===== src/rtl/cache_2way_param_if.sv =====
// ----------------------------------------------------------------------------
// cache_2way_param_if : processor-side and memory-side bus of the 2-way cache
// Rev 1.0
// ----------------------------------------------------------------------------
`default_nettype none

interface cache_2way_param_if;
   logic         proc_read;
   logic         proc_write;
   logic [29:0]  proc_addr;
   logic [31:0]  proc_wdata;
   logic [31:0]  proc_rdata;
   logic         proc_stall;
   logic         mem_read;
   logic         mem_write;
   logic [27:0]  mem_addr;
   logic [127:0] mem_wdata;
   logic [127:0] mem_rdata;
   logic         mem_ready;

   modport slave (
      input  proc_read, proc_write, proc_addr, proc_wdata, mem_rdata, mem_ready,
      output proc_rdata, proc_stall, mem_read, mem_write, mem_addr, mem_wdata
   );

   modport master (
      output proc_read, proc_write, proc_addr, proc_wdata, mem_rdata, mem_ready,
      input  proc_rdata, proc_stall, mem_read, mem_write, mem_addr, mem_wdata
   );
endinterface

`default_nettype wire


===== src/rtl/cache_2way_param.sv =====
// ----------------------------------------------------------------------------
// cache_2way_param : 2-way set-associative, 4-word-block, write-back cache
// Rev 1.0
// ----------------------------------------------------------------------------
`default_nettype none

module cache_2way_param #(
   parameter int SET_BITS  = 2,
   parameter bit READ_ONLY = 1'b0
) (
   input  wire logic          clk,
   input  wire logic          proc_reset,
   cache_2way_param_if.slave  bus
);
   localparam int SETS  = 1 << SET_BITS;
   localparam int TAG_W = 28 - SET_BITS;

   typedef enum logic [1:0] {
      S_COMPARE   = 2'd0,
      S_WRITEBACK = 2'd1,
      S_ALLOCATE  = 2'd2
   } state_t;

   state_t                r_state;
   logic                  r_victim;
   logic [1:0][SETS-1:0]  r_valid;
   logic [1:0][SETS-1:0]  r_dirty;
   logic [SETS-1:0]       r_lru;
   logic [127:0]          r_data [2][SETS];
   logic [TAG_W-1:0]      r_tag  [2][SETS];

   logic [SET_BITS-1:0]   w_index;
   logic [TAG_W-1:0]      w_tag;
   logic [1:0]            w_word;
   logic                  w_wr, w_rd, w_req;
   logic                  w_hit0, w_hit1, w_hit, w_hit_way;
   logic                  w_victim_sel, w_victim_dirty;
   logic [127:0]          w_hit_block;
   logic                  w_compare;

   assign w_index   = bus.proc_addr[SET_BITS+1:2];
   assign w_tag     = bus.proc_addr[29:SET_BITS+2];
   assign w_word    = bus.proc_addr[1:0];
   assign w_wr      = bus.proc_write & ~READ_ONLY;
   assign w_rd      = bus.proc_read & ~w_wr;
   assign w_req     = w_wr | bus.proc_read;

   assign w_hit0    = r_valid[0][w_index] && (r_tag[0][w_index] == w_tag);
   assign w_hit1    = r_valid[1][w_index] && (r_tag[1][w_index] == w_tag);
   assign w_hit     = w_hit0 | w_hit1;
   assign w_hit_way = ~w_hit0;
   assign w_hit_block = r_data[w_hit_way][w_index];

   assign w_victim_sel   = !r_valid[0][w_index] ? 1'b0 :
                           !r_valid[1][w_index] ? 1'b1 : r_lru[w_index];
   assign w_victim_dirty = r_valid[w_victim_sel][w_index] & r_dirty[w_victim_sel][w_index];

   // Reset masks an in-flight memory transaction on the outputs immediately
   assign w_compare = (r_state == S_COMPARE) || proc_reset;

   always_comb begin
      bus.proc_stall = 1'b1;
      bus.proc_rdata = 32'd0;
      bus.mem_read   = 1'b0;
      bus.mem_write  = 1'b0;
      bus.mem_addr   = 28'd0;
      bus.mem_wdata  = 128'd0;
      if (w_compare) begin
         bus.proc_stall = w_req & ~w_hit;
         if (w_rd && w_hit && !proc_reset)
            bus.proc_rdata = w_hit_block[{w_word, 5'b0} +: 32];
      end else begin
         case (r_state)
            S_WRITEBACK: begin
               if (!READ_ONLY) begin
                  bus.mem_write = 1'b1;
                  bus.mem_addr  = {r_tag[r_victim][w_index], w_index};
                  bus.mem_wdata = r_data[r_victim][w_index];
               end
            end
            S_ALLOCATE: begin
               bus.mem_read = 1'b1;
               bus.mem_addr = bus.proc_addr[29:2];
            end
            default: ;
         endcase
      end
   end

   always_ff @(posedge clk) begin
      if (proc_reset) begin
         r_state  <= S_COMPARE;
         r_victim <= 1'b0;
         r_valid  <= '0;
         r_dirty  <= '0;
         r_lru    <= '0;
      end else begin
         case (r_state)
            S_COMPARE: begin
               if (w_req && !w_hit) begin
                  r_victim <= w_victim_sel;
                  r_state  <= (!READ_ONLY && w_victim_dirty) ? S_WRITEBACK : S_ALLOCATE;
               end else if (w_req) begin
                  r_lru[w_index] <= ~w_hit_way;
                  if (w_wr)
                     r_dirty[w_hit_way][w_index] <= 1'b1;
               end
            end
            S_WRITEBACK: begin
               if (bus.mem_ready) begin
                  r_dirty[r_victim][w_index] <= 1'b0;
                  r_state <= S_ALLOCATE;
               end
            end
            S_ALLOCATE: begin
               if (bus.mem_ready) begin
                  r_valid[r_victim][w_index] <= 1'b1;
                  r_dirty[r_victim][w_index] <= 1'b0;
                  r_state <= S_COMPARE;
               end
            end
            default: r_state <= S_COMPARE;
         endcase
      end
   end

   // Data and tag storage carry no reset; validity alone qualifies them
   always_ff @(posedge clk) begin
      if (!proc_reset) begin
         if (r_state == S_ALLOCATE && bus.mem_ready) begin
            r_data[r_victim][w_index] <= bus.mem_rdata;
            r_tag[r_victim][w_index]  <= w_tag;
         end else if (r_state == S_COMPARE && w_wr && w_hit) begin
            r_data[w_hit_way][w_index][{w_word, 5'b0} +: 32] <= bus.proc_wdata;
         end
      end
   end
endmodule

`default_nettype wire


===== src/flat_wrapper.sv =====
// flat-port wrapper written by rule: the top's interface ports become plain ports
module cache_2way_param_flat 
#(
   parameter int SET_BITS  = 2,
   parameter bit READ_ONLY = 1'b0
)
  (clk, proc_reset, bus_proc_read, bus_proc_write, bus_proc_addr, bus_proc_wdata, bus_mem_rdata, bus_mem_ready, bus_proc_rdata, bus_proc_stall, bus_mem_read, bus_mem_write, bus_mem_addr, bus_mem_wdata);
  cache_2way_param_if bus_i ();
  input  wire logic clk;
  input  wire logic proc_reset;
  input wire logic [$bits(bus_i.proc_read)-1:0] bus_proc_read;
  input wire logic [$bits(bus_i.proc_write)-1:0] bus_proc_write;
  input wire logic [$bits(bus_i.proc_addr)-1:0] bus_proc_addr;
  input wire logic [$bits(bus_i.proc_wdata)-1:0] bus_proc_wdata;
  input wire logic [$bits(bus_i.mem_rdata)-1:0] bus_mem_rdata;
  input wire logic [$bits(bus_i.mem_ready)-1:0] bus_mem_ready;
  output wire logic [$bits(bus_i.proc_rdata)-1:0] bus_proc_rdata;
  output wire logic [$bits(bus_i.proc_stall)-1:0] bus_proc_stall;
  output wire logic [$bits(bus_i.mem_read)-1:0] bus_mem_read;
  output wire logic [$bits(bus_i.mem_write)-1:0] bus_mem_write;
  output wire logic [$bits(bus_i.mem_addr)-1:0] bus_mem_addr;
  output wire logic [$bits(bus_i.mem_wdata)-1:0] bus_mem_wdata;
  assign bus_i.proc_read = bus_proc_read;
  assign bus_i.proc_write = bus_proc_write;
  assign bus_i.proc_addr = bus_proc_addr;
  assign bus_i.proc_wdata = bus_proc_wdata;
  assign bus_i.mem_rdata = bus_mem_rdata;
  assign bus_i.mem_ready = bus_mem_ready;
  assign bus_proc_rdata = bus_i.proc_rdata;
  assign bus_proc_stall = bus_i.proc_stall;
  assign bus_mem_read = bus_i.mem_read;
  assign bus_mem_write = bus_i.mem_write;
  assign bus_mem_addr = bus_i.mem_addr;
  assign bus_mem_wdata = bus_i.mem_wdata;
  cache_2way_param #(.SET_BITS(SET_BITS), .READ_ONLY(READ_ONLY)) u_core (.clk(clk), .proc_reset(proc_reset), .bus(bus_i));
endmodule

===== config.mk =====
export PLATFORM = sky130hd
export DESIGN_NAME = cache_2way_param_flat
export DESIGN_NICKNAME = d
export VERILOG_FILES = /design/src/rtl/cache_2way_param_if.sv /design/src/rtl/cache_2way_param.sv /design/src/flat_wrapper.sv
export SDC_FILE = /design/constraint.sdc
export NUM_CORES = 2
export LEC_CHECK = 0
export ABC_AREA = 1
export CORE_UTILIZATION = 30
export DETAILED_ROUTE_END_ITERATION = 8
export PLACE_DENSITY = 0.58
export SYNTH_ARGS = -nofsm -noshare
export SYNTH_HDL_FRONTEND = slang
export SYNTH_SLANG_ARGS = --single-unit

===== constraint.sdc =====
create_clock -name clk -period 4.9 [get_ports clk]
set_input_delay 0.735 -clock clk [delete_from_list [all_inputs] [get_ports clk]]
set_output_delay 0.735 -clock clk [all_outputs]
set_load 0.01 [all_outputs]

==> impl_results.md <==
* Status: finished, violations left
* Failing checks: setup timing
* Gpl congestion at 0.962
* Worst hold start: bus_proc_addr[7]
* Die ar. at 208000 um2
* Psw at 0.00683 W
* Switching share of power at 26.6%
* Share of layout cells above drive strength 1 at 14.7%
* Register bit count reported by yosys at 1256
* First-pass GRT wire length at 359000 um
* Setup slack after layout at -0.0996 ns
* Clock buffer depth at 3
* Avg Cell Area, Syn at 9.32 um2
* Clk sinks at 1256
* Most common cell after layout, fill and taps aside: edfxtp_1
* Setup crit start: bus_proc_addr[19]
* Fmax at 200 MHz
* Worst-Margin Slew at 1.18 ns
* DR iter-0 viols at 6786
* Pwr Density at 322 nW/um2
* Wirelength per Cell at 25.2 um
* Max Cap Viol at 0
* CTS tree: yes
* Final cycle utilization of the critical path at 102%
* Slew Limit Fails at 0
* Tmin final at 5.00 ns
* Core Footprint at 205000 um2
* Number of global-route vias before repair at 50.6k
* Int Power at 0.0189 W
* Critical path class: in2out
* DP Wirelength at 173000 um
* Worst-Skew Late Latency at 0.83 ns
* Die Span Y at 456 um
* GRT Util Overall at 23.6%
* Netlist cell types at 32
* Initial antenna violation count at 18
* Synth Net Count at 6844
* Reg-to-reg critical path startpoint: u_core.r_tag[0][29]
* CP arrival at 4.26 ns
* Post-route ant nets at 0
* Nets@finish at 7552
* Startpoint type of the worst setup path: input port
* Final hold violations at 0
* Port Buffers at 385
* Vias per inst at 5.39
* CTS buffer count at 144
* Combinational Power Share at 11.6%
* Top delay family on crit path: buffers and inverters
* Post-synthesis cell area at 61900 um2
* Residual DRC at 0
* Clk pin slew, worst setup/hold paths at 0.07 ns
* Skew final at 0.0993 ns
* P&R area growth vs syn at 29.0%
* Num rows at 166
* IR drop worst, VDD at 0.000357 V
* # fillers at 19.9k
* YS warnings at 0
* Pin count of the biggest net entering global routing at 165
* Clock H-tree levels at 4
* Sequential cell area fraction in the yosys report at 60.6%
* Pleak at 29.3 nW
* RSZ-0062 raised after global routing: true
* Crit-path max FO at 6
* Worst path slowest cell: clkdlybuf4s50_1
* # IOs at 386
* Sequential cell area at 37500 um2
* Hold WS at 0.339 ns
* Hold_buf cts at 0
* WP buf/inv at 8
* Clock share of power at 41.9%
* Clock Root Buffer: clkbuf_16
* Setup violators final at 2
* Via Count at 54.8k
* Post-Synthesis Cells at 6640
* Rel. slew slack at 20.8%
* Die width at 456 um
* DRT Pass-1 Iters at 8
* Total grt overflow at 0
* Hold Crit Class: in2reg
* Seq pwr share at 46.5%
* Crit. End Element: output pin
* Commonest non-fill, non-tap cells in the layout: edfxtp_1 (1232), nand2_1 (1165), nor2_1 (821)
* Total Power at 0.0257 W
* Critical path cell sequence: clkdlybuf4s50_1 > buf_4 > inv_1 > nand2_1 > nand2_1 > nor2_1 > nand3b_1 > nor2_4 > buf_6 > nand2_8 > nand2_8 > bufbuf_16 > o21ai_0 > inv_1 > nand3_1 > nand3_4 > nand2_2 > buf_4 > nor2_2 > clkdlybuf4s50_1
* Crit-path max cell delay at 0.60 ns
* Final WL at 256000 um
* CP required at 4.16 ns
* Initial Util at 30.2%
* Multi-input logic area at 21500 um2
[Yosys cell counts, drive strengths merged]
| cell | n | share of area [%] |
|---|---|---|
| o21ai | 862 | 7.0 |
| a21oi | 470 | 3.8 |
| nand3 | 361 | 2.9 |
| o221ai | 1 | 0.014 |
| a41oi | 128 | 1.8 |
| mux2i | 1 | 0.016 |
| buf | 141 | 1.2 |
| nor3 | 44 | 0.36 |
| edfxtp | 1232 | 60 |
| a21boi | 1 | 0.018 |
| nor3b | 1 | 0.020 |
| ha | 9 | 0.18 |
| nand3b | 2 | 0.024 |
| nor2 | 893 | 5.5 |
| o211ai | 59 | 0.72 |
| nand4 | 9 | 0.091 |
| o22ai | 303 | 3.1 |
| nand2 | 1228 | 7.5 |
| dfxtp | 24 | 0.78 |
| a211oi | 6 | 0.073 |
| inv | 531 | 3.2 |
| clkbuf | 334 | 2.0 |
[state kept, by name, summed over array words and instances (netlist names), named ones only]
name / count
u_core.r_tag: 208
u_core.r_data: 1024
u_core.r_state: 2
u_core.r_dirty: 8
u_core.r_lru: 4
u_core.r_valid: 8
u_core.r_victim: 1
[cell type report]
class	count	area share, %
clock inverter	88	1.23
inverter	531	2.55
sequential	1256	47.0
antenna	7	0.0220
multi-input combinational	4379	26.9
clock buffer	172	4.67
tap	2688	4.21
timing repair buffer	1036	13.4
[layer usage]
| metal | share of wire (%) | global-route usage, % | up-vias |
|---|---|---|---|
| li1 | - | - | 24776 |
| met1 | 38 | 30.0 | 26261 |
| met2 | 44 | 35.8 | 3109 |
| met3 | 9.5 | 4.15 | 613 |
| met4 | 8.5 | 18.0 | 20 |
| met5 | 0.052 | 0 | - |
[cells by family (layout without fill, tap and decap cells)]
family          Yosys count  in the layout  share of synthesized area (%)
mux                       1              1                         0.0162
fa+ha+maj                 9              9                          0.182
simple gates           2538           2539                           16.4
compound gates         1830           1830                           16.5
buf+inv                1006           1827                           6.40
other cells               0              7                              0
flops                  1256           1256                           60.6
[path summary, 6_finish.rpt]
| check | endpoint | slack [ns] | cells past startpoint |
|---|---|---|---|
| hold reg to reg | u_core.r_lru[1] | 0.46 | 2 |
| hold / removal | u_core.r_tag[0][55] | 0.34 | 1 |
| setup reg to reg | u_core.r_data[0][496] | 1.11 | 22 |
| setup / recovery | bus_proc_rdata[17] | -0.1 | 20 |
[repair_timing]
| item | in CTS | in global routing |
|---|---|---|
| cloned | 6 | 5 |
| setup endpoints to repair | 67 | 42 |
| resized for setup | 140 | 142 |
| pin swaps | 12 | 44 |
| buffers inserted | 19 | 21 |
[metrics by stage]
stage | setup WS (ns) | util, % | area, um2 | TNS [ns] | std cells
2_1_floorplan | 0.383 | - | 61900 | 0 | 6640
3_3_place_gp | -0.505 | 35.9 | 73600 | -9.39 | 9841
3_5_place_dp | -0.495 | 35.9 | 73600 | -9.54 | 9841
4_1_cts | -0.175 | 38.6 | 79100 | -1.42 | 10126
5_1_grt | -0.224 | 39.0 | 79800 | -0.845 | 10152
6_report | -0.0996 | 39.0 | 79800 | -0.160 | 10157
[power groups by stage]
stage / Combinational, W / Sequential (W) / Clock, W
finish: 0.00298 / 0.0120 / 0.0108
global route: 0.00317 / 0.0120 / 0.0113
CTS: 0.00289 / 0.0120 / 0.0108
detailed placement: 0.00283 / 0.0122 / 0
global placement: 0.00280 / 0.0122 / 0
floorplan: 0.00146 / 0.0121 / 0
Power figures use the tool's default switching activity.
